## src/rtl/fir_pkg.sv

```systemverilog
// ============================================================================
// fir_pkg : shared FSM encoding, width helpers and round/saturate for the FIR.
// Revision: 1.0
// ============================================================================
`default_nettype none

package fir_pkg;

    typedef enum logic [1:0] {
        ST_IDLE = 2'd0,
        ST_MAC  = 2'd1,
        ST_OUT  = 2'd2
    } fir_state_e;

    localparam int DEFAULT_FRAC_BITS = 14;

    // Wide enough for the full dot product of TAPS signed products.
    function automatic int acc_width(input int data_w, input int coef_w, input int taps);
        return data_w + coef_w + $clog2(taps);
    endfunction

    function automatic int idx_width(input int n);
        return (n > 1) ? $clog2(n) : 1;
    endfunction

    // Coefficient value representing 1.0 (identity filter tap).
    function automatic logic signed [63:0] unity_coef(input int frac_bits);
        return 64'sd1 <<< frac_bits;
    endfunction

    // Round half-up, drop the fractional bits, then clamp to the sample range.
    function automatic logic signed [63:0] round_sat(input logic signed [63:0] acc,
                                                     input int frac_bits,
                                                     input int data_w);
        logic signed [63:0] r;
        logic signed [63:0] hi;
        logic signed [63:0] lo;
        r = acc;
        if (frac_bits > 0) begin
            r = (acc + (64'sd1 <<< (frac_bits - 1))) >>> frac_bits;
        end
        hi = (64'sd1 <<< (data_w - 1)) - 64'sd1;
        lo = -hi - 64'sd1;
        if (r > hi) begin
            r = hi;
        end else if (r < lo) begin
            r = lo;
        end
        return r;
    endfunction

endpackage

`default_nettype wire

```

## src/rtl/fir_mac_unit.sv

```systemverilog
// ============================================================================
// fir_mac_unit : signed multiply-accumulate with clear and rounded/saturated
//                view of the running sum including the current product.
// Revision: 1.0
// ============================================================================
`default_nettype none

module fir_mac_unit
    import fir_pkg::*;
#(
    parameter int DATA_W    = 16,
    parameter int COEF_W    = 16,
    parameter int FRAC_BITS = 14,
    parameter int ACC_W     = 36
) (
    input  logic                     clk_i,
    input  logic                     rst_ni,
    input  logic                     clear_i,
    input  logic                     en_i,
    input  logic signed [DATA_W-1:0] sample_i,
    input  logic signed [COEF_W-1:0] coef_i,
    output logic signed [DATA_W-1:0] result_o
);

    localparam int PROD_W = DATA_W + COEF_W;

    logic signed [PROD_W-1:0] prod;
    logic signed [ACC_W-1:0]  sum;
    logic signed [ACC_W-1:0]  acc_q;
    logic signed [ACC_W-1:0]  acc_d;

    assign prod = PROD_W'(sample_i) * PROD_W'(coef_i);
    assign sum  = acc_q + ACC_W'(prod);

    // Clear wins over accumulate so the last tap of a channel restarts at zero.
    always_comb begin
        acc_d = acc_q;
        if (clear_i) begin
            acc_d = '0;
        end else if (en_i) begin
            acc_d = sum;
        end
    end

    always_ff @(posedge clk_i or negedge rst_ni) begin
        if (!rst_ni) begin
            acc_q <= '0;
        end else begin
            acc_q <= acc_d;
        end
    end

    assign result_o = DATA_W'(round_sat(64'(sum), FRAC_BITS, DATA_W));

endmodule

`default_nettype wire

```

## src/rtl/fir_filter_mac.sv

```systemverilog
// ============================================================================
// fir_filter_mac : time-multiplexed multi-channel FIR with one shared MAC,
//                  run-time loadable coefficients and a bypass path.
// Revision: 1.0
// ============================================================================
`default_nettype none

module fir_filter_mac
    import fir_pkg::*;
#(
    parameter int DATA_W    = 16,
    parameter int COEF_W    = 16,
    parameter int FRAC_BITS = DEFAULT_FRAC_BITS,
    parameter int TAPS      = 9,
    parameter int CHANNELS  = 2
) (
    input  logic                         clk_i,
    input  logic                         rst_ni,
    input  logic                         sample_valid_i,
    output logic                         sample_ready_o,
    input  logic [CHANNELS*DATA_W-1:0]   sample_in_i,
    output logic                         out_valid_o,
    output logic [CHANNELS*DATA_W-1:0]   sample_out_o,
    input  logic                         bypass_i,
    input  logic                         coef_wr_en_i,
    input  logic [$clog2(TAPS)-1:0]      coef_wr_addr_i,
    input  logic [COEF_W-1:0]            coef_wr_data_i
);

    localparam int TAP_W = $clog2(TAPS);
    localparam int CH_W  = idx_width(CHANNELS);
    localparam int ACC_W = acc_width(DATA_W, COEF_W, TAPS);

    fir_state_e                state_q;
    logic [TAP_W-1:0]          tap_q;
    logic [CH_W-1:0]           ch_q;
    logic                      ready_q;
    logic                      out_valid_q;

    logic signed [DATA_W-1:0]  dly_q [CHANNELS][TAPS];
    logic signed [COEF_W-1:0]  coef_q [TAPS];
    logic signed [DATA_W-1:0]  res_q [CHANNELS];
    logic signed [DATA_W-1:0]  res_d [CHANNELS];
    logic [CHANNELS*DATA_W-1:0] sample_out_q;
    logic [CHANNELS*DATA_W-1:0] sample_out_d;

    logic                      accept;
    logic                      coef_we;
    logic                      in_mac;
    logic                      last_tap;
    logic                      last_ch;
    logic                      mac_clear;
    logic signed [DATA_W-1:0]  mac_result;

    assign accept    = sample_valid_i & ready_q;
    assign in_mac    = (state_q == ST_MAC);
    assign last_tap  = (tap_q == TAP_W'(TAPS - 1));
    assign last_ch   = (ch_q == CH_W'(CHANNELS - 1));
    assign mac_clear = accept | (in_mac & last_tap);
    assign coef_we   = coef_wr_en_i & (state_q == ST_IDLE) & (int'(coef_wr_addr_i) < TAPS);

    fir_mac_unit #(
        .DATA_W    (DATA_W),
        .COEF_W    (COEF_W),
        .FRAC_BITS (FRAC_BITS),
        .ACC_W     (ACC_W)
    ) u_mac (
        .clk_i    (clk_i),
        .rst_ni   (rst_ni),
        .clear_i  (mac_clear),
        .en_i     (in_mac),
        .sample_i (dly_q[ch_q][tap_q]),
        .coef_i   (coef_q[tap_q]),
        .result_o (mac_result)
    );

    always_ff @(posedge clk_i or negedge rst_ni) begin
        if (!rst_ni) begin
            state_q     <= ST_IDLE;
            tap_q       <= '0;
            ch_q        <= '0;
            ready_q     <= 1'b1;
            out_valid_q <= 1'b0;
        end else begin
            out_valid_q <= 1'b0;
            case (state_q)
                ST_IDLE: begin
                    if (accept) begin
                        ready_q <= 1'b0;
                        tap_q   <= '0;
                        ch_q    <= '0;
                        if (bypass_i) begin
                            state_q     <= ST_OUT;
                            out_valid_q <= 1'b1;
                        end else begin
                            state_q <= ST_MAC;
                        end
                    end
                end
                ST_MAC: begin
                    if (last_tap) begin
                        tap_q <= '0;
                        if (last_ch) begin
                            ch_q        <= '0;
                            state_q     <= ST_OUT;
                            out_valid_q <= 1'b1;
                        end else begin
                            ch_q <= ch_q + CH_W'(1);
                        end
                    end else begin
                        tap_q <= tap_q + TAP_W'(1);
                    end
                end
                ST_OUT: begin
                    state_q <= ST_IDLE;
                    ready_q <= 1'b1;
                end
                default: begin
                    state_q <= ST_IDLE;
                    ready_q <= 1'b1;
                end
            endcase
        end
    end

    // The last channel's result goes straight to the output so that the
    // published frame changes on exactly the edge that raises out_valid.
    always_comb begin
        res_d        = res_q;
        sample_out_d = sample_out_q;
        if (in_mac && last_tap) begin
            res_d[ch_q] = mac_result;
        end
        if (in_mac && last_tap && last_ch) begin
            for (int c = 0; c < CHANNELS; c++) begin
                sample_out_d[(CHANNELS-1-c)*DATA_W +: DATA_W] = res_d[c];
            end
        end
        if (accept && bypass_i) begin
            sample_out_d = sample_in_i;
        end
    end

    always_ff @(posedge clk_i or negedge rst_ni) begin
        if (!rst_ni) begin
            for (int c = 0; c < CHANNELS; c++) begin
                res_q[c] <= '0;
                for (int k = 0; k < TAPS; k++) begin
                    dly_q[c][k] <= '0;
                end
            end
            coef_q[0] <= COEF_W'(unity_coef(FRAC_BITS));
            for (int k = 1; k < TAPS; k++) begin
                coef_q[k] <= '0;
            end
            sample_out_q <= '0;
        end else begin
            // A write in the accepting cycle lands before the MAC reads the bank.
            if (coef_we) begin
                for (int k = 0; k < TAPS; k++) begin
                    if (coef_wr_addr_i == TAP_W'(k)) begin
                        coef_q[k] <= coef_wr_data_i;
                    end
                end
            end
            if (accept) begin
                for (int c = 0; c < CHANNELS; c++) begin
                    for (int k = TAPS - 1; k > 0; k--) begin
                        dly_q[c][k] <= dly_q[c][k-1];
                    end
                    dly_q[c][0] <= sample_in_i[(CHANNELS-1-c)*DATA_W +: DATA_W];
                end
            end
            res_q        <= res_d;
            sample_out_q <= sample_out_d;
        end
    end

    assign sample_ready_o = ready_q;
    assign out_valid_o    = out_valid_q;
    assign sample_out_o   = sample_out_q;

endmodule

`default_nettype wire

```

## config.mk

```make
export PLATFORM = sky130hd
export DESIGN_NAME = fir_filter_mac
export DESIGN_NICKNAME = d
export VERILOG_FILES = /design/src/rtl/fir_pkg.sv /design/src/rtl/fir_mac_unit.sv /design/src/rtl/fir_filter_mac.sv
export SDC_FILE = /design/constraint.sdc
export NUM_CORES = 2
export LEC_CHECK = 0
export CAP_MARGIN = 20
export CORE_ASPECT_RATIO = 0.7
export CORE_UTILIZATION = 60
export CTS_BUF_LIST = sky130_fd_sc_hd__clkbuf_16
export DETAILED_ROUTE_END_ITERATION = 6
export HOLD_SLACK_MARGIN = 0.06
export PLACE_DENSITY_LB_ADDON = 0.2
export SYNTH_ARGS = -nofsm -noshare
export SYNTH_HDL_FRONTEND = slang
export SYNTH_HIERARCHICAL = 1
export SYNTH_SLANG_ARGS = --single-unit
export TNS_END_PERCENT = 100
```

## constraint.sdc

```tcl
create_clock -name clk_i -period 12.97 [get_ports clk_i]
set_input_delay 1.9455 -clock clk_i [delete_from_list [all_inputs] [get_ports clk_i]]
set_output_delay 1.9455 -clock clk_i [all_outputs]
set_load 0.005 [all_outputs]
```

==> flow_metrics.tcl <==
set metrics [dict create \
    status "completed" \
    syn-num-nets 3522 \
    h-tree-depth 2 \
    cp_common_cell "fa_1" \
    clock.fmax_mhz 91.02 \
    worst_ep_arrival_time_ns 11.45 \
    maxSlewHeadroom_pct 24.18 \
    rsz0062_at_grt "false" \
    cts_buffers 50 \
    synthCells 3041 \
    root_buffer "clkbuf_16" \
    tightest_slew_ns 1.136 \
    rows 75 \
    r2r-start "ch_q" \
    slowest_delay_ns 0.84 \
    cts_tree "done" \
    holdPathEnd "coef_q[29]" \
    drt_iter0_drc 1956 \
    dominantRegCellSynth "dfrtp_1" \
    final.min_clock_period_ns 10.99 \
    worstSetupStartpointType "register" \
    ys_warn_count 6 \
    async_flop_share_pct 100.0 \
    path_class "reg -> reg" \
    cts_setup_buffers 0 \
    timing.rr.end "sample_out_o[1]" \
    syn2layout_area_growth_pct 8.881 \
    hold_violations 0 \
    drv_cap 0 \
    cp-end-kind "register" \
    avgRoutedWirePerCell_um 24.02 \
    drive_gt1_share_pct 22.80 \
    clkLatencyLatePin_ns 0.62 \
    ys_ff_latch 525 \
    cts_sinks 525 \
    grt_max_degree 187 \
    synth_edf_count 0 \
    finClkSkew_ns 0.02934 \
    syn_avg_cell_area_um2 11.97 \
    path_clk_slew_ns 0.06 \
    cts_buffer_depth 3 \
    gp_congestion 0.9241 \
    hold_ws_ns 0.5000 \
    ioPinCount 91 \
    ff2ff_path_depth 31 \
    path_buf_inv 6 \
    grt_overflow 0 \
    synth.distinct_cells 93 \
    fin_setup_tns_ns 0 \
    grt_pass1_wl_um 148700 \
    num-nets-final 3559 \
    dieHeight_um 208.1 \
    ant_nets 0 \
    drtPass1Iterations 5 \
    finalSetupViolCount 0 \
    min_path_type "reg -> reg" \
    synth_area_mm2 0.03640 \
    coreArea_mm2 0.05996 \
    min_from "coef_q[29]" \
    start_util_pct 60.71 \
    vias_per_cell 6.065 \
    ys_seq_area_share_pct 36.09 \
    wirelength_um 94340 \
    slowest_stage "dfrtp_4" \
    slew_violations 0 \
    path_delay_family "compound AO/OA/AOI/OAI gates" \
    cp_max_fo 36 \
    hpwlAfterDp_um 68440 \
    postCtsHoldBufs 0 \
    post-route-period-util_pct 84.70 \
    regArea_mm2 0.01315 \
    grt_use_total_pct 31.78 \
    die_x_um 296.4 \
    hold_depth 1 \
    multi_input_area_mm2 0.02116 \
    fillers 4434 \
    portBuffers 90 \
    grt_pass1_vias 24860 \
    vias 23820 \
    die-area_mm2 0.06168 \
    drcViolationCount 0 \
    cp.required_ns 13.43 \
    antenna_found_initial 3 \
    r2r_slack_ns 1.98 \
    cts-resized-gates 0 \
]
## cell families after synthesis
group	count (synthesis)	share of synthesized area [%]
muxes	693	22.81
and+or+nand+nor	549	7.668
DFF	525	36.09
buffers and inverters	519	5.877
adders and majority gates	424	21.05
AOI/OAI and AO/OA	291	5.523
xor gates and xnor gates	40	0.9830
## routing by layer
layer	vias up	routed length (um)	track usage, %	part of all wire, %
met3	120	8701	7.724	9.2
li1	10350	-	-	-
met2	888	39120	43.30	41
met1	12460	45020	51.58	48
met5	-	0	0	0
met4	0	1500	6.079	1.6
## cells in the final DEF, fill, tap and decap left out, types with 66 or more instances in the layout
master / instances
mux2i_1: 177
fa_1: 314
and2_1: 132
dfrtp_1: 521
o21ai_0: 66
nand2_1: 215
mux2_2: 450
nor2_1: 83
ha_1: 110
inv_1: 367
clkdlybuf4s50_1: 89
## per-stage QoR
stage	cell area, um^2	utilization (%)	worst slack (ns)	std cells
after floorplan	36400	-	3.995	3041
after global placement	38000	63.37	1.978	3830
after detailed placement	38010	63.39	2.024	3831
after CTS	39570	65.99	1.913	3924
after global routing	39640	66.10	1.292	3927
final	39640	66.10	1.984	3928
## worst register-to-register path: cells and delay by family, from the launching register on
family / cells / cell delay (ns)
muxes: 3 / 1.07
AOI/OAI and AO/OA: 10 / 3.52
adders and majority gates: 7 / 3.42
buffers and inverters: 6 / 0.86
DFF: 1 / 0.84
and+or+nand+nor: 5 / 1.17
## how the worst max path moves through the flow
stage | from | endpoint | slack (ns) | cells after the start
3_5_place_dp | ch_q | sample_out_o[3] | 2.02 | 31
2_1_floorplan | ch_q | res_q[16] | 4.00 | 34
5_1_grt | ch_q | sample_out_o[1] | 1.29 | 32
4_1_cts | ch_q | sample_out_o[1] | 1.91 | 31
3_3_place_gp | tap_q[0] | res_q[19] | 1.98 | 27
6_report | ch_q | sample_out_o[1] | 1.98 | 31
## cells in the mapped netlist (all sizes together), types with 9 or more instances
cell type / n / share of area [%]
and2: 133 / 2.3
dfrtp: 523 / 36
and3: 10 / 0.19
mux4: 64 / 4.0
a21o: 14 / 0.30
buf: 65 / 1.2
a21oi: 55 / 0.83
mux2: 452 / 14
o211ai: 11 / 0.25
xnor2: 30 / 0.72
nor2: 87 / 0.91
mux2i: 177 / 4.9
o21ai: 97 / 1.5
nor4: 9 / 0.17
nand4: 17 / 0.33
clkbuf: 100 / 1.1
a22oi: 34 / 0.71
a211oi: 18 / 0.45
nor3: 17 / 0.38
inv: 354 / 3.6
nand2: 216 / 2.2
o221ai: 16 / 0.38
ha: 110 / 3.8
xor2: 10 / 0.26
fa: 314 / 17
nand3: 30 / 0.44
## state kept, by name (all words and copies together), names as in the netlist
register,count
dly_q,288
coef_q,144
u_mac/acc_q,36
sample_out_o,32
res_q,16
tap_q,4
state_q,2
ch_q,1
out_valid_o,1
sample_ready_o,1
## final cells by class
type,count,area share (%)
multi-input cells,1997,53.38
flip-flops and latches,525,33.17
repair buffers,150,3.595
inverters,354,3.352
clock buffers,51,3.220
well taps,808,2.551
clock inverters,42,0.7229
diodes,1,0.006313
Power is not shown: default switching activity piles up to over one toggle a cycle in this logic, so the estimate is an artifact.
